## config.mk

```make
export PLATFORM = sky130hd
export DESIGN_NAME = line_print_sequencer
export DESIGN_NICKNAME = d
export VERILOG_FILES = /design/src/rtl/line_print_sequencer_pkg.sv /design/src/rtl/line_print_sequencer_out_stage.sv /design/src/rtl/line_print_sequencer.sv
export SDC_FILE = /design/constraint.sdc
export NUM_CORES = 1
export LEC_CHECK = 0
export BUFFER_PORTS_ARGS = -buffer_cell sky130_fd_sc_hd__buf_2
export CAP_MARGIN = 20
export CORE_MARGIN = 1
export CORE_UTILIZATION = 45
export DETAILED_ROUTE_END_ITERATION = 7
export PLACE_DENSITY = 0.76
export RECOVER_POWER = 25
export SYNTH_ARGS = -nofsm -noshare
export SYNTH_HDL_FRONTEND = slang
export SYNTH_HIERARCHICAL = 1
export SYNTH_SLANG_ARGS = --single-unit
```

## constraint.sdc

```tcl
create_clock -name clk -period 2.06 [get_ports clk]
set_input_delay 0.103 -clock clk [delete_from_list [all_inputs] [get_ports clk]]
set_output_delay 0.103 -clock clk [all_outputs]
set_load 0.05 [all_outputs]
```

## src/rtl/line_print_sequencer_pkg.sv

```systemverilog
// Shared types and constants for the line print sequencer: FSM states, output pass
// selector and the fixed datapath widths.
package lps_pkg;

    localparam int LINE_W = 8;
    localparam int ADDR_W = 10;
    localparam int LEN_W  = 10;

    localparam logic [7:0] CHAR_CR = 8'h0D;
    localparam logic [7:0] CHAR_LF = 8'h0A;

    typedef enum logic [3:0] {
        S_IDLE      = 4'd0,
        S_PTR_WAIT  = 4'd1,
        S_PTR_LATCH = 4'd2,
        S_CHAR_WAIT = 4'd3,
        S_CHAR_CAP  = 4'd4,
        S_EMIT      = 4'd5,
        S_SEP       = 4'd6,
        S_EOL_CR    = 4'd7,
        S_EOL_LF    = 4'd8,
        S_NEXT      = 4'd9,
        S_DONE      = 4'd10
    } state_t;

    typedef enum logic {
        PASS_LHS = 1'b0,
        PASS_RHS = 1'b1
    } pass_t;

    // First end-of-line state; the CR beat is skipped when disabled.
    function automatic state_t eol_entry(input logic cr_en);
        state_t s;
        if (cr_en) begin
            s = S_EOL_CR;
        end else begin
            s = S_EOL_LF;
        end
        return s;
    endfunction

    function automatic logic [7:0] eol_char(input logic cr_en);
        logic [7:0] c;
        if (cr_en) begin
            c = CHAR_CR;
        end else begin
            c = CHAR_LF;
        end
        return c;
    endfunction

endpackage

```

## src/rtl/line_print_sequencer_out_stage.sv

```systemverilog
// Output holding register: a loaded byte stays valid and stable until the sink
// accepts it or the stage is cleared.
module lps_out_stage
    import lps_pkg::*;
(
    input  logic       clk,
    input  logic       rst,
    input  logic       i_load,
    input  logic [7:0] i_data,
    input  logic       i_accept,
    input  logic       i_clear,
    output logic       o_valid,
    output logic [7:0] o_data
);

    logic       r_valid;
    logic [7:0] r_data;

    // Clear beats load so an abandoned beat never reappears; load beats accept so a
    // back-to-back beat can follow an accepted one.
    always_ff @(posedge clk) begin
        if (rst) begin
            r_valid <= 1'b0;
            r_data  <= 8'h00;
        end else if (i_clear) begin
            r_valid <= 1'b0;
        end else if (i_load) begin
            r_valid <= 1'b1;
            r_data  <= i_data;
        end else if (i_accept) begin
            r_valid <= 1'b0;
        end else begin
            r_valid <= r_valid;
        end
    end

    assign o_valid = r_valid;
    assign o_data  = r_data;

endmodule

```

## src/rtl/line_print_sequencer.sv

```systemverilog
// Prints a range of transform-table lines as "lhs chars, separator, rhs chars, EOL",
// driving the pointer ROM and char memory read ports (both two-cycle latency).
module line_print_sequencer
    import lps_pkg::*;
#(
    parameter logic [7:0] SEP_CHAR  = 8'h3D,
    parameter bit         EOL_CR_EN = 1'b1
)
(
    input  logic                    clk,
    input  logic                    rst,
    input  logic                    i_cmd_valid,
    output logic                    o_cmd_ready,
    input  logic [LINE_W-1:0]       i_cmd_first,
    input  logic [LINE_W-1:0]       i_cmd_count,
    input  logic                    i_abort,
    output logic [LINE_W-1:0]       o_ptr_idx,
    input  logic [LEN_W+ADDR_W-1:0] i_ptr_data,
    output logic [ADDR_W-1:0]       o_mem_addr,
    input  logic [15:0]             i_mem_dout,
    output logic                    o_out_valid,
    input  logic                    i_out_ready,
    output logic [7:0]              o_out_data,
    output logic                    o_busy,
    output logic                    o_done
);

    state_t              r_state;
    state_t              w_next;
    logic [LINE_W-1:0]   r_ptr_idx;
    logic [ADDR_W-1:0]   r_mem_addr;
    logic [ADDR_W-1:0]   r_start;
    logic [LEN_W-1:0]    r_len;
    logic [LEN_W-1:0]    r_rem;
    logic [LINE_W-1:0]   r_lines_left;
    pass_t               r_pass;
    logic                r_cmd_ready;
    logic                r_busy;
    logic                r_done;

    logic                w_out_valid;
    logic [7:0]          w_out_data;
    logic                w_accept;
    logic                w_abort;
    logic                w_load;
    logic [7:0]          w_load_data;
    logic                w_take;
    logic                w_latch;
    logic                w_rem_dec;
    logic                w_addr_inc;
    logic                w_sep_done;
    logic                w_line_next;
    logic                w_ptr_inc;
    logic [LEN_W-1:0]    w_ptr_len;
    logic [ADDR_W-1:0]   w_ptr_start;

    assign w_ptr_len   = i_ptr_data[LEN_W+ADDR_W-1:ADDR_W];
    assign w_ptr_start = i_ptr_data[ADDR_W-1:0];
    assign w_accept    = w_out_valid && i_out_ready;
    assign w_abort     = i_abort && (r_state != S_IDLE) && (r_state != S_DONE);

    // Next-state decode plus one-cycle datapath strobes; abort overrides everything.
    always_comb begin
        w_next      = r_state;
        w_load      = 1'b0;
        w_load_data = 8'h00;
        w_take      = 1'b0;
        w_latch     = 1'b0;
        w_rem_dec   = 1'b0;
        w_addr_inc  = 1'b0;
        w_sep_done  = 1'b0;
        w_line_next = 1'b0;
        w_ptr_inc   = 1'b0;
        if (w_abort) begin
            w_next = S_DONE;
        end else begin
            case (r_state)
                S_IDLE: begin
                    if (i_cmd_valid) begin
                        w_take = 1'b1;
                        if (i_cmd_count == 8'd0) begin
                            w_next = S_DONE;
                        end else begin
                            w_next = S_PTR_WAIT;
                        end
                    end else begin
                        w_next = S_IDLE;
                    end
                end
                S_PTR_WAIT: w_next = S_PTR_LATCH;
                S_PTR_LATCH: begin
                    w_latch = 1'b1;
                    if (w_ptr_len == 10'd0) begin
                        w_next      = S_SEP;
                        w_load      = 1'b1;
                        w_load_data = SEP_CHAR;
                    end else begin
                        w_next = S_CHAR_WAIT;
                    end
                end
                S_CHAR_WAIT: w_next = S_CHAR_CAP;
                S_CHAR_CAP: begin
                    w_next = S_EMIT;
                    w_load = 1'b1;
                    if (r_pass == PASS_RHS) begin
                        w_load_data = i_mem_dout[7:0];
                    end else begin
                        w_load_data = i_mem_dout[15:8];
                    end
                end
                S_EMIT: begin
                    if (w_accept) begin
                        w_rem_dec = 1'b1;
                        if (r_rem > 10'd1) begin
                            w_addr_inc = 1'b1;
                            w_next     = S_CHAR_WAIT;
                        end else if (r_pass == PASS_LHS) begin
                            w_next      = S_SEP;
                            w_load      = 1'b1;
                            w_load_data = SEP_CHAR;
                        end else begin
                            w_next      = eol_entry(EOL_CR_EN);
                            w_load      = 1'b1;
                            w_load_data = eol_char(EOL_CR_EN);
                        end
                    end else begin
                        w_next = S_EMIT;
                    end
                end
                S_SEP: begin
                    if (w_accept) begin
                        w_sep_done = 1'b1;
                        if (r_len == 10'd0) begin
                            w_next      = eol_entry(EOL_CR_EN);
                            w_load      = 1'b1;
                            w_load_data = eol_char(EOL_CR_EN);
                        end else begin
                            w_next = S_CHAR_WAIT;
                        end
                    end else begin
                        w_next = S_SEP;
                    end
                end
                S_EOL_CR: begin
                    if (w_accept) begin
                        w_next      = S_EOL_LF;
                        w_load      = 1'b1;
                        w_load_data = CHAR_LF;
                    end else begin
                        w_next = S_EOL_CR;
                    end
                end
                S_EOL_LF: begin
                    if (w_accept) begin
                        w_next = S_NEXT;
                    end else begin
                        w_next = S_EOL_LF;
                    end
                end
                S_NEXT: begin
                    w_line_next = 1'b1;
                    if (r_lines_left != 8'd1) begin
                        w_ptr_inc = 1'b1;
                        w_next    = S_PTR_WAIT;
                    end else begin
                        w_next = S_DONE;
                    end
                end
                S_DONE:  w_next = S_IDLE;
                default: w_next = S_IDLE;
            endcase
        end
    end

    // State register.
    always_ff @(posedge clk) begin
        if (rst) begin
            r_state <= S_IDLE;
        end else begin
            r_state <= w_next;
        end
    end

    // Line/char counters and the two memory address registers.
    always_ff @(posedge clk) begin
        if (rst) begin
            r_ptr_idx    <= 8'd0;
            r_mem_addr   <= 10'h3FF;
            r_start      <= 10'd0;
            r_len        <= 10'd0;
            r_rem        <= 10'd0;
            r_lines_left <= 8'd0;
            r_pass       <= PASS_LHS;
        end else if (w_take) begin
            r_ptr_idx    <= i_cmd_first;
            r_lines_left <= i_cmd_count;
        end else if (w_latch) begin
            r_start    <= w_ptr_start;
            r_len      <= w_ptr_len;
            r_rem      <= w_ptr_len;
            r_mem_addr <= w_ptr_start;
            r_pass     <= PASS_LHS;
        end else if (w_rem_dec) begin
            r_rem <= r_rem - 10'd1;
            if (w_addr_inc) begin
                r_mem_addr <= r_mem_addr + 10'd1;
            end else begin
                r_mem_addr <= r_mem_addr;
            end
        end else if (w_sep_done) begin
            r_pass     <= PASS_RHS;
            r_rem      <= r_len;
            r_mem_addr <= r_start;
        end else if (w_line_next) begin
            r_lines_left <= r_lines_left - 8'd1;
            if (w_ptr_inc) begin
                r_ptr_idx <= r_ptr_idx + 8'd1;
            end else begin
                r_ptr_idx <= r_ptr_idx;
            end
        end else begin
            r_rem <= r_rem;
        end
    end

    // Status flags registered from the next state so they line up with r_state.
    always_ff @(posedge clk) begin
        if (rst) begin
            r_cmd_ready <= 1'b1;
            r_busy      <= 1'b0;
            r_done      <= 1'b0;
        end else begin
            r_cmd_ready <= (w_next == S_IDLE);
            r_busy      <= (w_next != S_IDLE);
            r_done      <= (w_next == S_DONE);
        end
    end

    lps_out_stage u_out_stage (
        .clk      (clk),
        .rst      (rst),
        .i_load   (w_load),
        .i_data   (w_load_data),
        .i_accept (w_accept),
        .i_clear  (w_abort),
        .o_valid  (w_out_valid),
        .o_data   (w_out_data)
    );

    assign o_cmd_ready = r_cmd_ready;
    assign o_ptr_idx   = r_ptr_idx;
    assign o_mem_addr  = r_mem_addr;
    assign o_out_valid = w_out_valid;
    assign o_out_data  = w_out_data;
    assign o_busy      = r_busy;
    assign o_done      = r_done;

endmodule

```

* Yosys cells after proc, flatten, opt, wreduce, memory -nomap -nowiden
Index checks and enable logic that the tools add are counted.
** Word-level totals
- Register bits :: 73
- Output and inout bits :: 30
- Logic and storage cells :: 131
** Cells by class
- Add/sub/neg operators :: 4
- Order comparisons :: 1
- Eq/ne operators :: 17
- Mux-type cells :: 71
- Bitwise operators :: 2
- Reductions and logical operators :: 23
** Operators by type and width (number)
- two-way mux 8 bit :: 12
- two-way mux 10 bit :: 7
- two-way mux 4 bit :: 10
- one-hot mux 4 bit (10 select lines) :: 1
- one-hot mux 8 bit (5 select lines) :: 1
- two-way mux 1 bit :: 32
- two-way mux 6 bit :: 4
- logical NOT 10 bit :: 2
- equality test 4 x 3 -> 1 bit (second input constant) :: 4
- equality test 4 bit (second input constant) :: 3
- adder 10 x 1 -> 10 bit (second input constant) :: 1
- > comparator 10 x 1 -> 1 bit (second input constant) :: 1
- subtractor 10 x 1 -> 10 bit (second input constant) :: 1
- two-way mux 3 bit :: 3
- adder 8 x 1 -> 8 bit (second input constant) :: 1
- equality test 4 x 2 -> 1 bit (second input constant) :: 2
- logical NOT 4 bit :: 2
- logical NOT 8 bit :: 1
- inequality test 2 bit (second input constant) :: 4
- inequality test 8 x 1 -> 1 bit (second input constant) :: 1
- nonzero test 2 bit :: 4
- nonzero test 4 bit :: 2
- subtractor 8 x 1 -> 8 bit (second input constant) :: 1
- AND reduction 2 bit :: 3
- other kinds (11) :: 15

* Logic depth before layout (Yosys ltp)
- Depth after elaboration :: 10
- Depth in mapped cells :: 8
- Depth with buffers taken out :: 8

* Hierarchy
Netlist, hierarchy kept.
** Modules (own cells, without submodules)
- line_print_sequencer :: times used 1, cells an instance 488, area each 3803.6 µm², seq. area each 1281.2 µm²
- lps_out_stage :: times used 1, cells an instance 38, area each 421.7 µm², seq. area each 180.2 µm²

* Worst setup path before layout
Ideal clock, no wire load.
- Kind :: register -> register
- From :: reg u_out_stage.r_valid, in the netlist u_out_stage/o_valid
- To :: reg r_mem_addr[9], in the netlist o_mem_addr[9]
- Data arrival time :: 2.079 ns
- Slack :: -0.138 ns
- Stages on the path, launching flop included :: 7
- Buffers on the path :: 1
- Period minus slack after synthesis :: 2.198 ns
- Cells stage by stage :: dfxtp_1 nand2_1 or3_1 clkbuf_1 or4_1 a21oi_1 o21bai_1
** On the way
- Cells in the longest elaborated chain, start to end :: 6
** Ends and longest elaborated chain
- start: declaration :: RTL line line_print_sequencer_out_stage.sv:16 : logic r_valid;
- start signal: assignment :: RTL line line_print_sequencer_out_stage.sv:33 : r_valid <= r_valid;
- logical AND 1 bit (*) :: RTL line line_print_sequencer.sv:59 : assign w_accept = w_out_valid && i_out_ready;
- two-way mux 1 bit (on tied branches) :: RTL line line_print_sequencer.sv:112, line_print_sequencer.sv:131
- two-way mux 1 bit :: RTL line line_print_sequencer.sv:77 : case (r_state)
- two-way mux 1 bit :: RTL line line_print_sequencer.sv:74 : if (w_abort) begin
- inequality test 3 x 2 -> 1 bit (no source line) (tied with other cells)
- AND reduction 3 bit (no source line) or two-way mux 10 bit (tied branches)
- end signal: assignment :: RTL line line_print_sequencer.sv:201 : r_mem_addr <= w_ptr_start;
- end signal: assignment :: RTL line line_print_sequencer.sv:206 : r_mem_addr <= r_mem_addr + 10'd1;
- end signal: assignment :: RTL line line_print_sequencer.sv:208 : r_mem_addr <= r_mem_addr;
- end: declaration :: RTL line line_print_sequencer.sv:31 : logic [ADDR_W-1:0] r_mem_addr;
Every way passes the cells marked *; elsewhere a longest branch is shown, timed or not.
A chain may end at the register's enable or synchronous reset.

* Worst setup path in the final report
- From :: in i_cmd_count[1]
- To :: reg r_busy, in the netlist o_busy
** On the way
- Cells in the longest elaborated chain, start to end :: 6
** Ends and longest elaborated chain
- start: declaration :: RTL line line_print_sequencer.sv:15 : input logic [LINE_W-1:0] i_cmd_count,
- logical NOT 8 bit :: RTL line line_print_sequencer.sv:81 : if (i_cmd_count == 8'd0) begin
- two-way mux 4 bit :: RTL line line_print_sequencer.sv:81
- two-way mux 4 bit :: RTL line line_print_sequencer.sv:79 : if (i_cmd_valid) begin
- one-hot mux 4 bit (10 select lines) :: RTL line line_print_sequencer.sv:77
- two-way mux 4 bit :: RTL line line_print_sequencer.sv:74
- nonzero test 4 bit :: RTL line line_print_sequencer.sv:234 : r_busy <= (w_next != S_IDLE);
- end signal: assignment :: RTL line line_print_sequencer.sv:234
- end: declaration :: RTL line line_print_sequencer.sv:38 : logic r_busy;
Every way passes these cells.

==> metrics <==
drt initial violations 292; Remaining Overflow, GRT 0; clk_lat worst skew 0.36 ns; cell area after synthesis 4230 um^2; post-DR wirelength/cell 15.2 um; Die X 98.9 um; final worst slack 0.100 ns; yosys warns 6; vias in the first global route 3960; Syn Inst Count 526; Power Density 1130 nW/um^2; nets 704; register bit total from synthesis 73; mux contribution to synthesized area 0.0264; pin count of the biggest net entering global routing 59; fillers 829; MaxCap Viol Count 0; starting density of the core 0.475; worst vdd ir 0.000672 V; CTS Root Cell clkbuf_8; final WL roughly 11000 um; Post-synth EDFFs 0; RSZ-0062 raised after global routing no; die area 9780 um^2; Sink Count 73; vias 4313; io pins 87; Worst EP arrival about 2.2 ns; pre-CTS setup slack -0.00220 ns; Tot Pwr 5.98 mW; status complete, no violations; headroom to the max-slew limit 0.592; Max Slew Vio Count 0; first-pass GRT wire length between 15000 and 20000 um; Tightest Pin Transition 0.615 ns; post-synthesis xor/xnor area fraction 0.0435; max frequency 510 MHz; Synth Area in Adders 0.0178; # diodes 0; Routed Antenna Nets 0; core box area 8890 um^2; Pre-antenna DRT Iters 7; Buffers on Ports 86; initial antenna violation count 0; CTS tree built; worst setup path class input port to flip-flop; DRC viols 0; sequential element share of the synthesized area 0.346; Post-synth ARST share 0; simple logic cell fraction of the synthesized area 0.280; H-tree lvl count 3; Layout Skew 0.0159 ns; syn nets 589; Compound-Gate Fraction of Synth Area 0.243; Max Buffers Root-to-Sink 2; post-synthesis area per instance 8.03 um^2; Max Fanout on Critical Path 3; Area growth syn-to-layout 25.4%; Setup-failing EPs final 0; Post-synth top flop dfxtp_1; dpl hpwl 8290 um; final hold violation count 0; main combinational cell family by area after synthesis simple AND/OR/NAND/NOR gates; Rows 34; Worst-path clk slew 0.09 ns; Leakage 1.99 nW; Worst setup EP type flip-flop; gr usage total 0.235; vias per cell 5.72; WP data required 2.28 ns; period utilization 0.951; startpoint class of the critical path input port; routability congestion estimate 0.937; DIE HEIGHT 98.9 um; worst hold path type input port to flip-flop; most frequent cells in the layout 69 x nand2_1, 69 x dfxtp_1, 61 x buf_2; share of layout cells above drive strength 1 0.263; Unique masters post-synth 68; min Tclk post-route 1.96 ns; TritonCTS buffer count 9
-- layout make-up --
| type | count | area, um^2 | share of cell area |
|---|---|---|---|
| Inverter | 12 | 45.0 | 0.00850 |
| Tap cell | 108 | 135 | 0.0255 |
| Timing Repair Buffer | 136 | 826 | 0.156 |
| Clock inverter | 5 | 40.0 | 0.00755 |
| Sequential cell | 73 | 1470 | 0.277 |
| Clock buffer | 11 | 141 | 0.0267 |
| Multi-Input combinational cell | 409 | 2650 | 0.499 |
-- power breakdown --
| group | internal, mW | switching (mW) | total (mW) |
|---|---|---|---|
| clock network | 0.477 | 0.568 | 1.04 |
| logic | 1.22 | 1.74 | 2.96 |
| registers | 1.69 | 0.291 | 1.98 |
-- routing by layer --
metal  track usage  routed length (um)
met5             0                   0
met4        0.0815                 177
met3        0.0383                 695
met2         0.388                5300
met1         0.311                5300
-- cells in the mapped netlist (3+ instances only) --
library cell  count  area [um^2]
o21ai_2           8         70.1
nand2b_1         13         81.3
nor4_1           11         68.8
nor3_1           21          105
ha_1              6         75.1
nand4bb_1         9          101
dfxtp_1          73         1460
o21ai_0          12         60.1
buf_2            10         50.1
a221o_1           5         50.1
a311oi_1          8         70.1
a21oi_1          47          235
nand2_1          69          259
o21a_1            7         52.6
mux2_2            9          101
o211ai_1          7         52.6
or4_1             4         30.0
nand4_1           4         25.0
nand3_1          11         55.1
and3_1            6         37.5
xor2_1            9         78.8
clkbuf_1         20         75.1
xnor2_1          12          105
o21bai_1          3         22.5
o211a_1           3         30.0
inv_1            12         45.0
a211oi_1         11         82.6
nor2b_1           4         25.0
a31oi_1           7         43.8
nor2_1           54          203
o311ai_0          3         26.3
-- sequential cells by signal (all words and copies together) (netlist names), 4 cells and up --
signal / flops
r_state: 4
r_lines_left: 8
r_start: 10
o_ptr_idx: 8
r_len: 10
u_out_stage/o_data: 8
o_mem_addr: 10
r_rem: 10
-- timing repair --
item	in CTS	in global routing
setup buffers	0	3
resized for setup	1	15
endpoints found under the hold margin	4	0
pin swaps	0	2
hold buffers	4	0
setup endpoints to repair	7	27
-- per-stage QoR --
| stage | hold WS [ns] | setup TNS (ns) | instance area [um^2] | util | std cells |
|---|---|---|---|---|---|
| detailed placement | 0.369 | -0.00220 | 5030 | 0.565 | 731 |
| floorplan | 0.239 | 0 | 4240 | - | 526 |
| global placement | 0.356 | 0 | 5030 | 0.565 | 731 |
| finish | 0.0115 | 0 | 5300 | 0.596 | 754 |
| global route | 0.0156 | 0 | 5300 | 0.596 | 754 |
| CTS | 0.00441 | 0 | 5250 | 0.590 | 751 |
-- critical path, cell delays in order --
cell	delay (ns)
dlygate4sd3_1	0.53
buf_2	0.13
or4_1	0.52
nor2_1	0.26
o32ai_1	0.12
nor4_1	0.25
buf_4	0.18
a31oi_1	0.08
-- logic make-up after synthesis --
group                    Yosys count
AND/OR/NAND/NOR                  225
AO/OA/AOI/OAI                    147
flip-flops                        73
buffers and inverters             44
XOR/XNOR                          21
multiplexers                      10
adder cells (fa/ha/maj)            6
-- worst paths after layout --
kind	startpoint	end	slack (ns)	cells past startpoint
hold reg to reg	r_start[9]	r_start[9]	0.46	2
setup / recovery	i_cmd_count[1]	o_busy	0.10	8
hold / removal	i_ptr_data[4]	r_start[4]	0.01	3
setup reg to reg	r_state[0]	o_mem_addr[7]	0.11	6
Power figures use the tool's default switching activity.
